==> config.mk <==
export PLATFORM = sky130hd
export DESIGN_NAME = alu_issue_stage
export DESIGN_NICKNAME = d
export VERILOG_FILES = /design/src/rtl/riscv_pkg.sv /design/src/rtl/branch_resolve.sv /design/src/rtl/alu_issue_stage.sv
export SDC_FILE = /design/constraint.sdc
export NUM_CORES = 1
export LEC_CHECK = 0
export CAP_MARGIN = 20
export CORE_ASPECT_RATIO = 0.8
export CORE_UTILIZATION = 40
export DETAILED_ROUTE_END_ITERATION = 7
export PLACE_DENSITY = 0.83
export RECOVER_POWER = 100
export SLEW_MARGIN = 20
export SYNTH_ARGS = -nofsm -noshare
export SYNTH_HDL_FRONTEND = slang
export SYNTH_HIERARCHICAL = 1
export SYNTH_SLANG_ARGS = --single-unit
==> constraint.sdc <==
create_clock -name clk -period 5.02 [get_ports clk]
set_clock_uncertainty 0.05 [all_clocks]
set_input_delay 0.502 -clock clk [delete_from_list [all_inputs] [get_ports clk]]
set_output_delay 0.502 -clock clk [all_outputs]
set_load 0.01 [all_outputs]
==> src/rtl/riscv_pkg.sv <==
// Shared constants for the execute stage: ALU ops, branch types, skid-buffer
// states and the buffered result entry.
package riscv_pkg;

  localparam logic [2:0] OP_ADD = 3'd0;
  localparam logic [2:0] OP_SUB = 3'd1;
  localparam logic [2:0] OP_AND = 3'd2;
  localparam logic [2:0] OP_OR  = 3'd3;
  localparam logic [2:0] OP_XOR = 3'd4;
  localparam logic [2:0] OP_SLL = 3'd5;
  localparam logic [2:0] OP_SRL = 3'd6;
  localparam logic [2:0] OP_SRA = 3'd7;

  localparam logic [2:0] BR_BEQ  = 3'd0;
  localparam logic [2:0] BR_BNE  = 3'd1;
  localparam logic [2:0] BR_BLT  = 3'd4;
  localparam logic [2:0] BR_BGE  = 3'd5;
  localparam logic [2:0] BR_BLTU = 3'd6;
  localparam logic [2:0] BR_BGEU = 3'd7;

  localparam int ST_EQ  = 0;
  localparam int ST_LT  = 1;
  localparam int ST_LTU = 2;

  typedef enum logic [1:0] {
    SK_EMPTY = 2'd0,
    SK_ONE   = 2'd1,
    SK_FULL  = 2'd2
  } skid_state_e;

  typedef struct packed {
    logic [31:0] result;
    logic [4:0]  rd;
    logic        wb_en;
  } ex_entry_t;

  function automatic logic is_shift(input logic [2:0] op);
    return (op == OP_SLL) || (op == OP_SRL) || (op == OP_SRA);
  endfunction

endpackage

==> src/rtl/branch_resolve.sv <==
// Branch condition evaluation from the ALU compare status bits.
module branch_resolve
  import riscv_pkg::*;
(
  input  logic [2:0] br_type,
  input  logic [2:0] status,
  output logic       taken
);

  always_comb begin
    taken = 1'b0;
    case (br_type)
      BR_BEQ:  taken =  status[ST_EQ];
      BR_BNE:  taken = !status[ST_EQ];
      BR_BLT:  taken =  status[ST_LT];
      BR_BGE:  taken = !status[ST_LT];
      BR_BLTU: taken =  status[ST_LTU];
      BR_BGEU: taken = !status[ST_LTU];
      default: taken = 1'b0;
    endcase
  end

endmodule

==> src/rtl/alu_issue_stage.sv <==
// Execute issue stage: drives the external ALU, resolves branches and holds
// results in a 2-entry skid buffer so id_ready stays a flop output.
module alu_issue_stage
  import riscv_pkg::*;
(
  input  logic        clk,
  input  logic        rst_n,
  input  logic        flush,
  input  logic        id_valid,
  output logic        id_ready,
  input  logic [31:0] id_pc,
  input  logic [31:0] id_rs1_val,
  input  logic [31:0] id_rs2_val,
  input  logic [31:0] id_imm,
  input  logic [2:0]  id_alu_op,
  input  logic        id_use_imm,
  input  logic        id_is_branch,
  input  logic [2:0]  id_br_type,
  input  logic [4:0]  id_rd,
  input  logic        id_wb_en,
  output logic [31:0] alu_a,
  output logic [31:0] alu_b,
  output logic [2:0]  alu_op,
  input  logic [31:0] alu_out,
  input  logic [2:0]  alu_status,
  output logic        ex_valid,
  input  logic        ex_ready,
  output logic [31:0] ex_result,
  output logic [4:0]  ex_rd,
  output logic        ex_wb_en,
  output logic        redirect_valid,
  output logic [31:0] redirect_pc
);

  skid_state_e state_q, state_d;
  ex_entry_t   head_q, tail_q, new_ent;
  logic        rdy_q;
  logic [31:0] opnd_b;
  logic        br_taken, accept, push, pop, take_redirect;

  // Shifts swap operands: the ALU reads the shift amount from alu_a[4:0].
  always_comb begin
    opnd_b = id_use_imm ? id_imm : id_rs2_val;
    alu_op = id_alu_op;
    alu_a  = id_rs1_val;
    alu_b  = opnd_b;
    if (id_is_branch) begin
      alu_op = OP_SUB;
      alu_b  = id_rs2_val;
    end else if (is_shift(id_alu_op)) begin
      alu_a = opnd_b;
      alu_b = id_rs1_val;
    end
  end

  branch_resolve u_br (
    .br_type (id_br_type),
    .status  (alu_status),
    .taken   (br_taken)
  );

  // Accepts during a redirect pulse are wrong-path: handshake completes, entry is dropped.
  assign accept        = id_valid && rdy_q;
  assign push          = accept && !redirect_valid && !flush;
  assign pop           = ex_valid && ex_ready;
  assign take_redirect = push && id_is_branch && br_taken;

  always_comb begin
    new_ent.rd     = id_rd;
    new_ent.result = id_is_branch ? 32'd0 : alu_out;
    new_ent.wb_en  = id_is_branch ? 1'b0  : id_wb_en;
  end

  always_comb begin
    state_d = state_q;
    if (flush) begin
      state_d = SK_EMPTY;
    end else begin
      case (state_q)
        SK_EMPTY: if (push) state_d = SK_ONE;
        SK_ONE: begin
          if (push && !pop)      state_d = SK_FULL;
          else if (pop && !push) state_d = SK_EMPTY;
        end
        SK_FULL:  if (pop) state_d = SK_ONE;
        default:  state_d = SK_EMPTY;
      endcase
    end
  end

  always_ff @(posedge clk or negedge rst_n) begin
    if (!rst_n) begin
      state_q <= SK_EMPTY;
      rdy_q   <= 1'b1;
    end else begin
      state_q <= state_d;
      rdy_q   <= (state_d != SK_FULL);
    end
  end

  always_ff @(posedge clk or negedge rst_n) begin
    if (!rst_n) begin
      head_q <= '0;
      tail_q <= '0;
    end else if (!flush) begin
      case (state_q)
        SK_EMPTY: if (push) head_q <= new_ent;
        SK_ONE: begin
          if (push && pop) head_q <= new_ent;
          else if (push)   tail_q <= new_ent;
        end
        SK_FULL:  if (pop) head_q <= tail_q;
        default: ;
      endcase
    end
  end

  always_ff @(posedge clk or negedge rst_n) begin
    if (!rst_n) begin
      redirect_valid <= 1'b0;
      redirect_pc    <= '0;
    end else if (flush) begin
      redirect_valid <= 1'b0;
    end else begin
      redirect_valid <= take_redirect;
      if (take_redirect) redirect_pc <= id_pc + id_imm;
    end
  end

  assign id_ready  = rdy_q;
  assign ex_valid  = (state_q != SK_EMPTY);
  assign ex_result = head_q.result;
  assign ex_rd     = head_q.rd;
  assign ex_wb_en  = head_q.wb_en;

endmodule

Word level (Yosys, flattened, before mapping). Index checks and enable logic that the tools add are counted.

Input port bits: 182. Flip-flop bits (word level): 112. Word-level logic and storage cells: 72.

Mux-type cells: 20. Eq/ne operators: 14. Bitwise logic cells: 2. Reductions and logical operators: 25. $add $sub $neg: 1.

Operators by type and width (count): 32-bit two-way mux (6); 38-bit two-way mux (3); 38-bit case mux with 3 select lines (1); 32-bit adder (1); 3-bit equality test, second input constant (7); 2-bit two-way mux (5); 1-bit logical AND (9); 2-bit != test, second input constant (4); 1-bit zero test (7); 1-bit case mux with 6 select lines (1); 2-bit case mux with 3 select lines (1); 5-bit AND reduction (1); 4-bit AND reduction (1); 3-bit by 1-bit equality test with 1-bit output, second input constant (1); 3-bit zero test (1); 3-bit two-way mux (1); 3-bit nonzero test (1); 2-bit by 1-bit equality test with 1-bit output, second input constant (1); 2-bit equality test, second input constant (1); 2-bit zero test (1); 1-bit logical OR (2); 1-bit two-way mux (2); 1-bit inverter (2); 2-bit AND reduction (1); 2-bit nonzero test (1).

Longest topological paths before layout. Gate-level depths: netlist (run 1).

Word-level depth: 10. Mapped depth: 10. Mapped depth without buffers: 10.

Modules after synthesis. The synthesis (run 1) kept the hierarchy.

Modules (own cells, without submodules): alu_issue_stage (sequential area each 2803.9 µm², instances 1, area each 7619.8 µm², cells each 947); branch_resolve (sequential area each 0.0 µm², instances 1, area each 40.0 µm², cells each 5).

Worst setup path before layout (run 1). Ideal clock, no wire load.

Kind: in2reg. Start point: in id_pc[0]. End point: reg redirect_pc[26]. Library setup time: 0.122 ns. Setup slack: 2.467 ns. Data arrival time: 2.381 ns. Stages: 10. Cell sequence: ha_1 -> fa_1 -> a21o_1 -> a31oi_1 -> nor3_2 -> o21bai_1 -> a211oi_2 -> o211ai_1 -> mux2i_1 -> nand2_1.

Longest elaborated chain between the ends: 1.

RTL lines: start: declaration (RTL line alu_issue_stage.sv:11) `input logic [31:0] id_pc,`; 32-bit adder (RTL line alu_issue_stage.sv:126) `if (take_redirect) redirect_pc <= id_pc + id_imm;`; end signal: assignment (RTL line alu_issue_stage.sv:126); end: declaration (RTL line alu_issue_stage.sv:32) `output logic [31:0] redirect_pc`.

No other way between the ends. A chain may end at the register's enable or synchronous reset.

Worst setup path in the final report (run 1).
Start point: in id_is_branch. End point: out alu_b[7].

Longest elaborated chain between the ends: 1.

RTL lines: start: declaration (RTL line alu_issue_stage.sv:17) `input logic id_is_branch,`; 32-bit two-way mux (RTL line alu_issue_stage.sv:47) `if (id_is_branch) begin`; end: declaration (RTL line alu_issue_stage.sv:22) `output logic [31:0] alu_b,`.

No other way between the ends.

==> metrics.txt, run 1 <==
status=finished with violations; failing checks=max-capacitance violations, max-slew violations; worst hold margin=0.4231 ns; PD cells=between 200 and 300 nW/µm²; multiplexer share of the synthesized area=6.485%; Async S/R FF share, synth=between 90% and 100%; CTS root buf=clkbuf_16; crit-path max FO=37; RSZ-0062 raised after global routing=false; post-synthesis compound-gate area fraction=24.98%; FP Rows=between 40 and 50; Gate power share=38.6%; Flop pwr share=between 30% and 40%; min Tclk post-route=between 4 and 5 ns; Max Buffers Root-to-Sink=2; Pleak=5.001 nW; Core ar.=approximately 18000 µm²; Adder-Cell Fraction of Synth Area=5.325%; routed wire length=26.70 mm; grt met2 use=44.00%; initial antenna violation count=3; critical path capture point type=output pin; Critical Path Start=id_is_branch; Max rail drop VDD=219.8 µV; XOR/XNOR Fraction of Synth Area=2.744%; Critical Path Start Type=primary input; Final TNS setup=0 ns; hold buffer count at cts=0; fin crit share=a little over four fifths; Ports=about 320; met3 Use GR=under 10%; Worst R2R End=ex_result[15]; DIE HEIGHT=approximately 130 µm; FILL cells=1587; Num CTS Buffers=9; first-pass GRT wire length=about 42 mm; Die Area=19710 µm²; global-route layer with the greatest usage=met2; Final setup viols=0; vias per inst=5.404; Synth area leader=dfrtp_1; largest family of logic cells by synthesized area=compound AO/OA/AOI/OAI gates; min-delay src=ex_rd[1]; Yosys warning total=6; clk_lat worst skew=0.34 ns; gpl congestion=about 0.95; final worst slack=0.8385 ns; total number of H-tree levels=3; Avg WL per Cell=between 15 and 20 µm; cell area after synthesis=~7700 µm²; GRT Residual Overflow=0; Die X=156.7 µm; M1 GR Usage=around a third; critical path class=primary input to output pin; syn_area_per_cell=roughly 8 µm²; vias in the first global route=7837; Max Fclk=239.2 MHz; DRC errors left=0; synth unique cells=60; worst-case reg-to-reg path depth=5; Synth area leaders=dfrtp_1 (36%), o21ai_0 (8.4%), nand2_1 (7.8%); proportion of layout cells with a drive suffix above 1=4.126%; worst path arrival time=3.63 ns; Internal=2.050 mW; CTS resizes=0; net switching power=1.049 mW; Post-layout nets=1446; cells after synthesis=952; max-cap violations=4; EDFF count, synth=0; number of synthesized register bits=112; Min-Delay Path Class=register to register; Final Hold Viols=0; DRT Pass-1 Iters=5; most frequent cell after synthesis=nand2_1; Sw Share=33.84%; Post-Synth Simple-Gate Area=19.68%; Clk pin slew, worst setup/hold paths=0.07 ns; Initial Util=41.53%; synthesis-to-layout area growth=47.11%; clock share of power=22.1%; Critical Path RT=4.47 ns; largest net degree at the start of global routing=77; Sink Count=~110; Post-DP HPWL=about 20 mm; syn_nets=1166; post-synthesis sequential area ratio=36.61%; R2R Path Start=state_q[0]; post-route ant nets=0; Max Slew Vio Count=178; Via Count=8063; Iter 0 DRT Violations=571; Tot GR Track Use=27.05%; R2R Setup Slk=1.50 ns; synth cell count leaders=nand2_1 (159), o21ai_0 (128), dfrtp_1 (111); main flop type after synthesis=dfrtp_1; I/O Buffers=321; CTS tree=done; Synth top area share=36.26%; Slew @ Worst Pin=2.669 ns; Setup Buffers After CTS=0; capture point of the worst path=alu_b[7]; Max transition margin=-77.96%; Place WS=1.599 ns
==> state kept, by name, indices dropped and copies added (netlist names) <==
name / count
redirect_pc: 32
state_q: 2
tail_q: 38
ex_rd: 5
ex_wb_en: 1
ex_result: 32
redirect_valid: 1
id_ready: 1
==> power by group through the flow <==
stage / logic, mW / registers (mW) / clock network, mW
after detailed placement: 1.27 / 1.24 / 0
final: 1.20 / 1.22 / 0.686
after global routing: 1.31 / 1.24 / 0.745
after CTS: 1.27 / 1.22 / 0.702
after global placement: 1.25 / 1.23 / 0
after floorplan: 0.507 / 1.29 / 0
==> worst min path at each step <==
stage | to | slack, ns | cells after the start
after floorplan | ex_rd[0] | 0.16 | 0
after global placement | ex_result[27] | 0.41 | 2
after detailed placement | ex_rd[1] | 0.42 | 2
after CTS | tail_q[30] | 0.29 | 1
after global routing | ex_rd[1] | 0.44 | 2
final | ex_rd[1] | 0.42 | 2
==> placed cells by master, fill, tap and decap left out, drive strengths merged, types with 6 or more instances in the layout <==
cell type      instances
mux2i                 44
xnor2                 11
ha                    31
nor3                   6
o21bai                 7
a21oi                101
a22oi                 34
o211ai                 9
nor2                  89
nand2                160
a21o                  15
clkdlybuf4s50        181
o21ai                140
dfrtp                111
inv                    8
buf                    9
nand3                 11
clkbuf                15
nor2b                  7
xor2                  13
dlygate4sd3          137
nand2b                34
==> through the flow <==
step	cells	util, %	instance area [µm²]	power [mW]
after floorplan	952	-	7660	1.794
after global placement	1473	59.58	10990	2.480
after detailed placement	1473	59.58	10990	2.505
after CTS	1488	61.09	11270	3.198
after global routing	1492	61.10	11270	3.300
final	1492	61.10	11270	3.099
==> cell type report <==
type                            count  area [µm²]  share of cell area (%)
Tap cell                          253       316.6                   2.809
Sequential cell                   112        2804                   24.88
Multi-Input combinational cell    770        4547                   40.35
Clock buffer                        9       225.2                   1.999
Clock inverter                      6       53.80                  0.4775
Inverter                            6       22.52                  0.1999
Antenna cell                        3       7.507                 0.06662
Timing Repair Buffer              333        3292                   29.21
==> worst max-delay path: stages <==
cell,delay (ns)
clkbuf_1,1.19
o21bai_1,0.68
buf_4,0.40
nand2_1,0.07
o21ai_0,0.10
dlygate4sd3_1,0.65
==> layer usage <==
layer	vias to the layer above	part of all wire [%]
li1	3913	-
met1	3760	42
met2	341	47
met3	49	8.0
met4	0	3.2
met5	-	0
==> cell families after synthesis <==
| group | count (synthesis) |
|---|---|
| simple gates | 335 |
| compound gates | 330 |
| flops | 112 |
| buf+inv | 70 |
| mux | 49 |
| fa+ha+maj | 32 |
| xor+xnor | 24 |
No activity file was read; power rests on OpenSTA's default activity.
==> run 2, diff against run 1 <==
clock period = 4.34 ns   (was 5.02 ns; I/O delays follow)
==> metrics.txt, run 2 (synthesis results as in run 1) <==
Via Count=8085; post-route ant nets=0; DIE HEIGHT=125.8 µm; leading cell types in the layout, fill and taps excluded=clkdlybuf4s50_1 (188), nand2_1 (159), o21ai_0 (134), dlygate4sd3_1 (130), dfrtp_1 (111); fin crit share=85.33%; critical path capture point type=output pin; clock share of power=22.0%; CP dominant cell by count=clkbuf_1; Flop pwr share=39.6%; Slew @ Worst Pin=a little over 2 ns; Final setup viols=0; Setup Buffers After CTS=0; min Tclk post-route=3.703 ns; synthesis-to-layout area growth=46.86%; CTS root buf=clkbuf_16; FILL cells=1635; I/O Buffers=321; GRT Residual Overflow=0; Max Fclk=270.0 MHz; slowest cell on the critical path=clkbuf_1; RSZ-0062 raised after global routing=false; Avg WL per Cell=17.46 µm; PnR Total Power=3.569 mW; Die X=156.7 µm; hold buffer count at cts=0; DRT Pass-1 Iters=5; total number of H-tree levels=3; crit-path max FO=37; clk_lat worst skew=around 0.34 ns; Internal=around 2.4 mW; Sw Share=33.51%; CTS resizes=0; Sink Count=112; R2R Setup Slk=1.07 ns; routed wire length=26.11 mm; PD cells=about 320 nW/µm²; Final Hold Viols=0; largest net degree at the start of global routing=77; dpl cells=1477; first-pass GRT wire length=40.79 mm; Max Slew Vio Count=148; proportion of layout cells with a drive suffix above 1=3.952%; Min-Delay Path Class=register to register; FP Rows=44; Max rail drop VDD=around 260 µV; CTS tree=done; status=finished with violations; grt met2 use=44.55%; vias per inst=5.404; Post-DP HPWL=20.53 mm; Pleak=approximately 5.0 nW; Core ar.=between 15000 and 20000 µm²; critical path class=primary input to output pin; final std cells w/o fill=1496; crit-path max cell delay=about 1.1 ns; worst path cell trace=clkbuf_1 > o21bai_1 > clkbuf_1 > nand2_1 > o21ai_0 > dlygate4sd3_1; Initial Util=41.53%; Final TNS setup=0 ns; net switching power=1.196 mW; Clk pin slew, worst setup/hold paths=0.07 ns; worst path arrival time=3.22 ns; vias in the first global route=7844; M1 GR Usage=31.73%; Tot GR Track Use=about a quarter; failing checks=max-capacitance violations, max-slew violations; Num CTS Buffers=9; met3 Use GR=between 5 and 6%; Gate power share=38.5%; Max transition margin=-36.83%; Post-layout nets=1449; global-route layer with the greatest usage=met2; max reg flops=38; Critical Path RT=3.86 ns; Max Buffers Root-to-Sink=2; Place WS=1.018 ns; Ports=around 320; DRC errors left=0; gpl congestion=0.9339; initial antenna violation count=3; Iter 0 DRT Violations=480; Die Area=just under 20000 µm²; most common cell after layout, fill and taps aside=clkdlybuf4s50_1; Top reg by flops=tail_q; Critical Path Start Type=primary input; max-cap violations=3; final worst slack=0.6367 ns
## run 2: metrics by stage
stage          area [µm²]  util [%]  hold slack (ns)
2_1_floorplan        7660         -          0.08841
3_3_place_gp        11020     59.74           0.4103
3_5_place_dp        11020     59.74           0.4191
4_1_cts             11290     61.23           0.2218
5_1_grt             11250     61.00           0.4471
6_report            11250     61.00           0.4242
## run 2: cell type report
class	instances	area, µm²	area share [%]
timing repair buffer	336	3288	29.23
tap	253	316.6	2.814
clock inverter	5	41.29	0.3670
clock buffer	11	232.7	2.069
sequential	112	2804	24.93
inverter	6	22.52	0.2002
antenna	3	7.507	0.06673
multi-input combinational	770	4537	40.33
## run 2: routing by layer
| metal | vias to the layer above | part of all wire, % |
|---|---|---|
| met4 | 0 | 4.2 |
| li1 | 3937 | - |
| met1 | 3740 | 40 |
| met5 | - | 0 |
| met3 | 60 | 8.3 |
| met2 | 348 | 48 |
## run 2: worst max-delay path: cells and delay by family
family / cells / cell delay [ns]
AND/OR/NAND/NOR: 1 / 0.10
AO/OA/AOI/OAI: 2 / 0.37
buffers and inverters: 3 / 2.28
## run 2: worst paths after layout
path / start / to / cells after the start
min in group asynchronous: rst_n / tail_q[2] / 1
max in group asynchronous: rst_n / redirect_pc[17] / 2
setup reg to reg: state_q[0] / tail_q[6] / 5
hold / removal: redirect_pc[9] / redirect_pc[9] / 2
setup / recovery: id_is_branch / alu_b[16] / 6
hold reg to reg: redirect_pc[9] / redirect_pc[9] / 2
## run 2: power by group through the flow
| stage | clock network, mW | logic, mW | registers (mW) |
|---|---|---|---|
| 3_5_place_dp | 0 | 1.46 | 1.44 |
| 6_report | 0.784 | 1.37 | 1.41 |
| 5_1_grt | 0.836 | 1.51 | 1.44 |
| 3_3_place_gp | 0 | 1.44 | 1.43 |
| 2_1_floorplan | 0 | 0.586 | 1.49 |
| 4_1_cts | 0.802 | 1.47 | 1.42 |
==> run 3, diff against run 2 <==
PLACE_DENSITY = 0.82   (was 0.83)
SYNTH_HIERARCHICAL = not set   (was 1)
==> metrics.txt, run 3 <==
Post-layout nets=1494; PD cells=321.1 nW/µm²; Final TNS setup=0 ns; number of synthesized register bits=112; cells after synthesis=1009; Post-Synth Simple-Gate Area=20.69%; max reg flops=38; Max rail drop VDD=193.6 µV; Die Area=20420 µm²; Max Buffers Root-to-Sink=2; XOR/XNOR Fraction of Synth Area=1.875%; leading cell types in the layout, fill and taps excluded=clkdlybuf4s50_1 (184), nand2_1 (160), dlygate4sd3_1 (135), dfrtp_1 (111), a21oi_1 (105); fin crit share=82.77%; worst path arrival time=3.11 ns; status=finished with violations; largest family of logic cells by synthesized area=compound AO/OA/AOI/OAI gates; post-route ant nets=0; Ports=322; Max transition margin=-29.09%; FILL cells=1664; Pleak=5.054 nW; CTS root buf=clkbuf_16; Yosys warning total=0; Gate power share=38.9%; Adder-Cell Fraction of Synth Area=5.137%; GRT Residual Overflow=0; met3 WL=approximately 2.1 mm; largest net degree at the start of global routing=72; hold buffer count at cts=1; cell area after synthesis=~7900 µm²; vias per inst=5.513; Synth area leaders=dfrtp_1 (35%), nand2_1 (7.6%), a21oi_1 (6.6%); EDFF count, synth=0; most common cell after layout, fill and taps aside=clkdlybuf4s50_1; syn_nets=1223; first-pass GRT wire length=41.22 mm; Final setup viols=0; Flop pwr share=38.5%; Tot GR Track Use=25.08%; Final Hold Viols=0; Internal=between 2 and 2.5 mW; RSZ-0062 raised after global routing=false; routed wire length=~26 mm; Min-Delay Path Class=register to register; routed length on met2=12.29 mm; vias in the first global route=7993; Async S/R FF share, synth=100.0%; CTS tree=done; gpl congestion=0.8845; Top reg by flops=tail_q; Layout Utilization=60.37%; Initial Util=41.36%; failing checks=max-capacitance violations, max-slew violations; Avg WL per Cell=16.90 µm; min Tclk post-route=3.592 ns; Sw Share=about a third; Synth top area share=34.98%; most frequent cell after synthesis=nand2_1; Critical Path Start Type=primary input; main flop type after synthesis=dfrtp_1; max-cap violations=2; Iter 0 DRT Violations=687; I/O Buffers=321; Slew @ Worst Pin=just under 2 ns; post-synthesis sequential area ratio=35.31%; DRC errors left=0; DIE HEIGHT=128.0 µm; Via Count=8506; Synth area leader=dfrtp_1; highest routed layer=met4; Setup Buffers After CTS=0; Max Fclk=about 280 MHz; critical path class=primary input to output pin; initial antenna violation count=0; multi-input logic area=4848 µm²; crit-path max FO=64; net switching power=roughly 1.3 mW; Critical Path RT=between 3 and 4 ns; Post-DP HPWL=19.86 mm; DRT Pass-1 Iters=5; post-synthesis compound-gate area fraction=26.80%; total number of H-tree levels=3; syn_area_per_cell=7.869 µm²; Die X=approximately 160 µm; synth cell count leaders=nand2_1 (160), dfrtp_1 (111), a21oi_1 (105); proportion of layout cells with a drive suffix above 1=3.891%; clk_lat worst skew=roughly 0.35 ns; synth unique cells=64; Clk pin slew, worst setup/hold paths=0.08 ns; clock share of power=approximately 23%; synthesis-to-layout area growth=45.98%; Core ar.=19200 µm²; Inserted Diodes=0; FP Rows=45; CTS resizes=0; metal1 wirelength=11.32 mm; multiplexer share of the synthesized area=6.130%; critical path capture point type=output pin; Sink Count=112; Num CTS Buffers=9; sequential cell area=between 2000 and 3000 µm²; Max Slew Vio Count=87
run 3: cell types whose count changed after synthesis, sizes merged, moves of 5 or more:
cell / before / now
buf: 6 / 16
xor2: 13 / 8
nor3: 6 / 12
a221o: 0 / 5
nand4: 4 / 12
o21a: 5 / 11
or3: 4 / 10
run 3: final cells by class:
| class | instances | area share (%) |
|---|---|---|
| Clock buffer | 9 | 1.943 |
| Clock inverter | 7 | 0.6585 |
| Inverter | 6 | 0.1943 |
| Multi-Input combinational cell | 815 | 41.83 |
| Sequential cell | 112 | 24.19 |
| Tap cell | 258 | 2.785 |
| Timing Repair Buffer | 336 | 28.40 |
run 3: logic make-up (layout without fill, tap and decap cells):
| family | after synthesis | after routing |
|---|---|---|
| AND/OR/NAND/NOR | 361 | 361 |
| AO/OA/AOI/OAI | 357 | 357 |
| flip-flops | 112 | 112 |
| buffers and inverters | 82 | 358 |
| multiplexers | 48 | 48 |
| adder cells (fa/ha/maj) | 32 | 32 |
| XOR/XNOR | 17 | 17 |
run 3: critical path: stages:
cell and delay, ns:
clkdlybuf4s50_1 0.48, nor2b_1 0.17, o21a_2 0.15, clkbuf_2 0.90
nor2_1 0.10, a21oi_1 0.16, dlygate4sd3_1 0.64
run 3: final timing paths:
check,from,to,slack [ns],cells past startpoint
setup reg to reg,state_q[1],ex_rd[4],0.95,4
max in group asynchronous,rst_n,state_q[0],1.24,3
min in group asynchronous,rst_n,ex_result[8],1.10,2
hold reg to reg,ex_result[16],ex_result[16],0.42,2
hold / removal,ex_result[16],ex_result[16],0.42,2
setup / recovery,id_alu_op[2],alu_a[5],0.75,7
run 3: through the flow:
stage | hold slack [ns] | power, mW | setup WS, ns | instances | instance area, µm²
2_1_floorplan | 0.08841 | 2.126 | 1.887 | 1009 | 7940
3_3_place_gp | 0.3666 | 2.946 | 1.145 | 1526 | 11310
3_5_place_dp | 0.3647 | 2.984 | 1.055 | 1526 | 11310
4_1_cts | 0.4383 | 3.840 | 1.069 | 1543 | 11630
5_1_grt | 0.4457 | 3.932 | 0.4768 | 1543 | 11590
6_report | 0.4248 | 3.722 | 0.7479 | 1543 | 11590
run 3: metal layers:
metal  GRT usage, %  vias to the layer above
li1               -                     4154
met1          32.67                     3952
met2          41.95                      366
met3          6.017                       34
met4          6.222                        0
met5              0                        -
run 3: power by group through the flow:
stage          Combinational, mW  Sequential, mW  Clock, mW
4_1_cts                     1.54            1.44      0.865
5_1_grt                     1.57            1.46      0.898
2_1_floorplan              0.625            1.50          0
3_5_place_dp                1.53            1.45          0
3_3_place_gp                1.50            1.45          0
6_report                    1.45            1.43      0.843
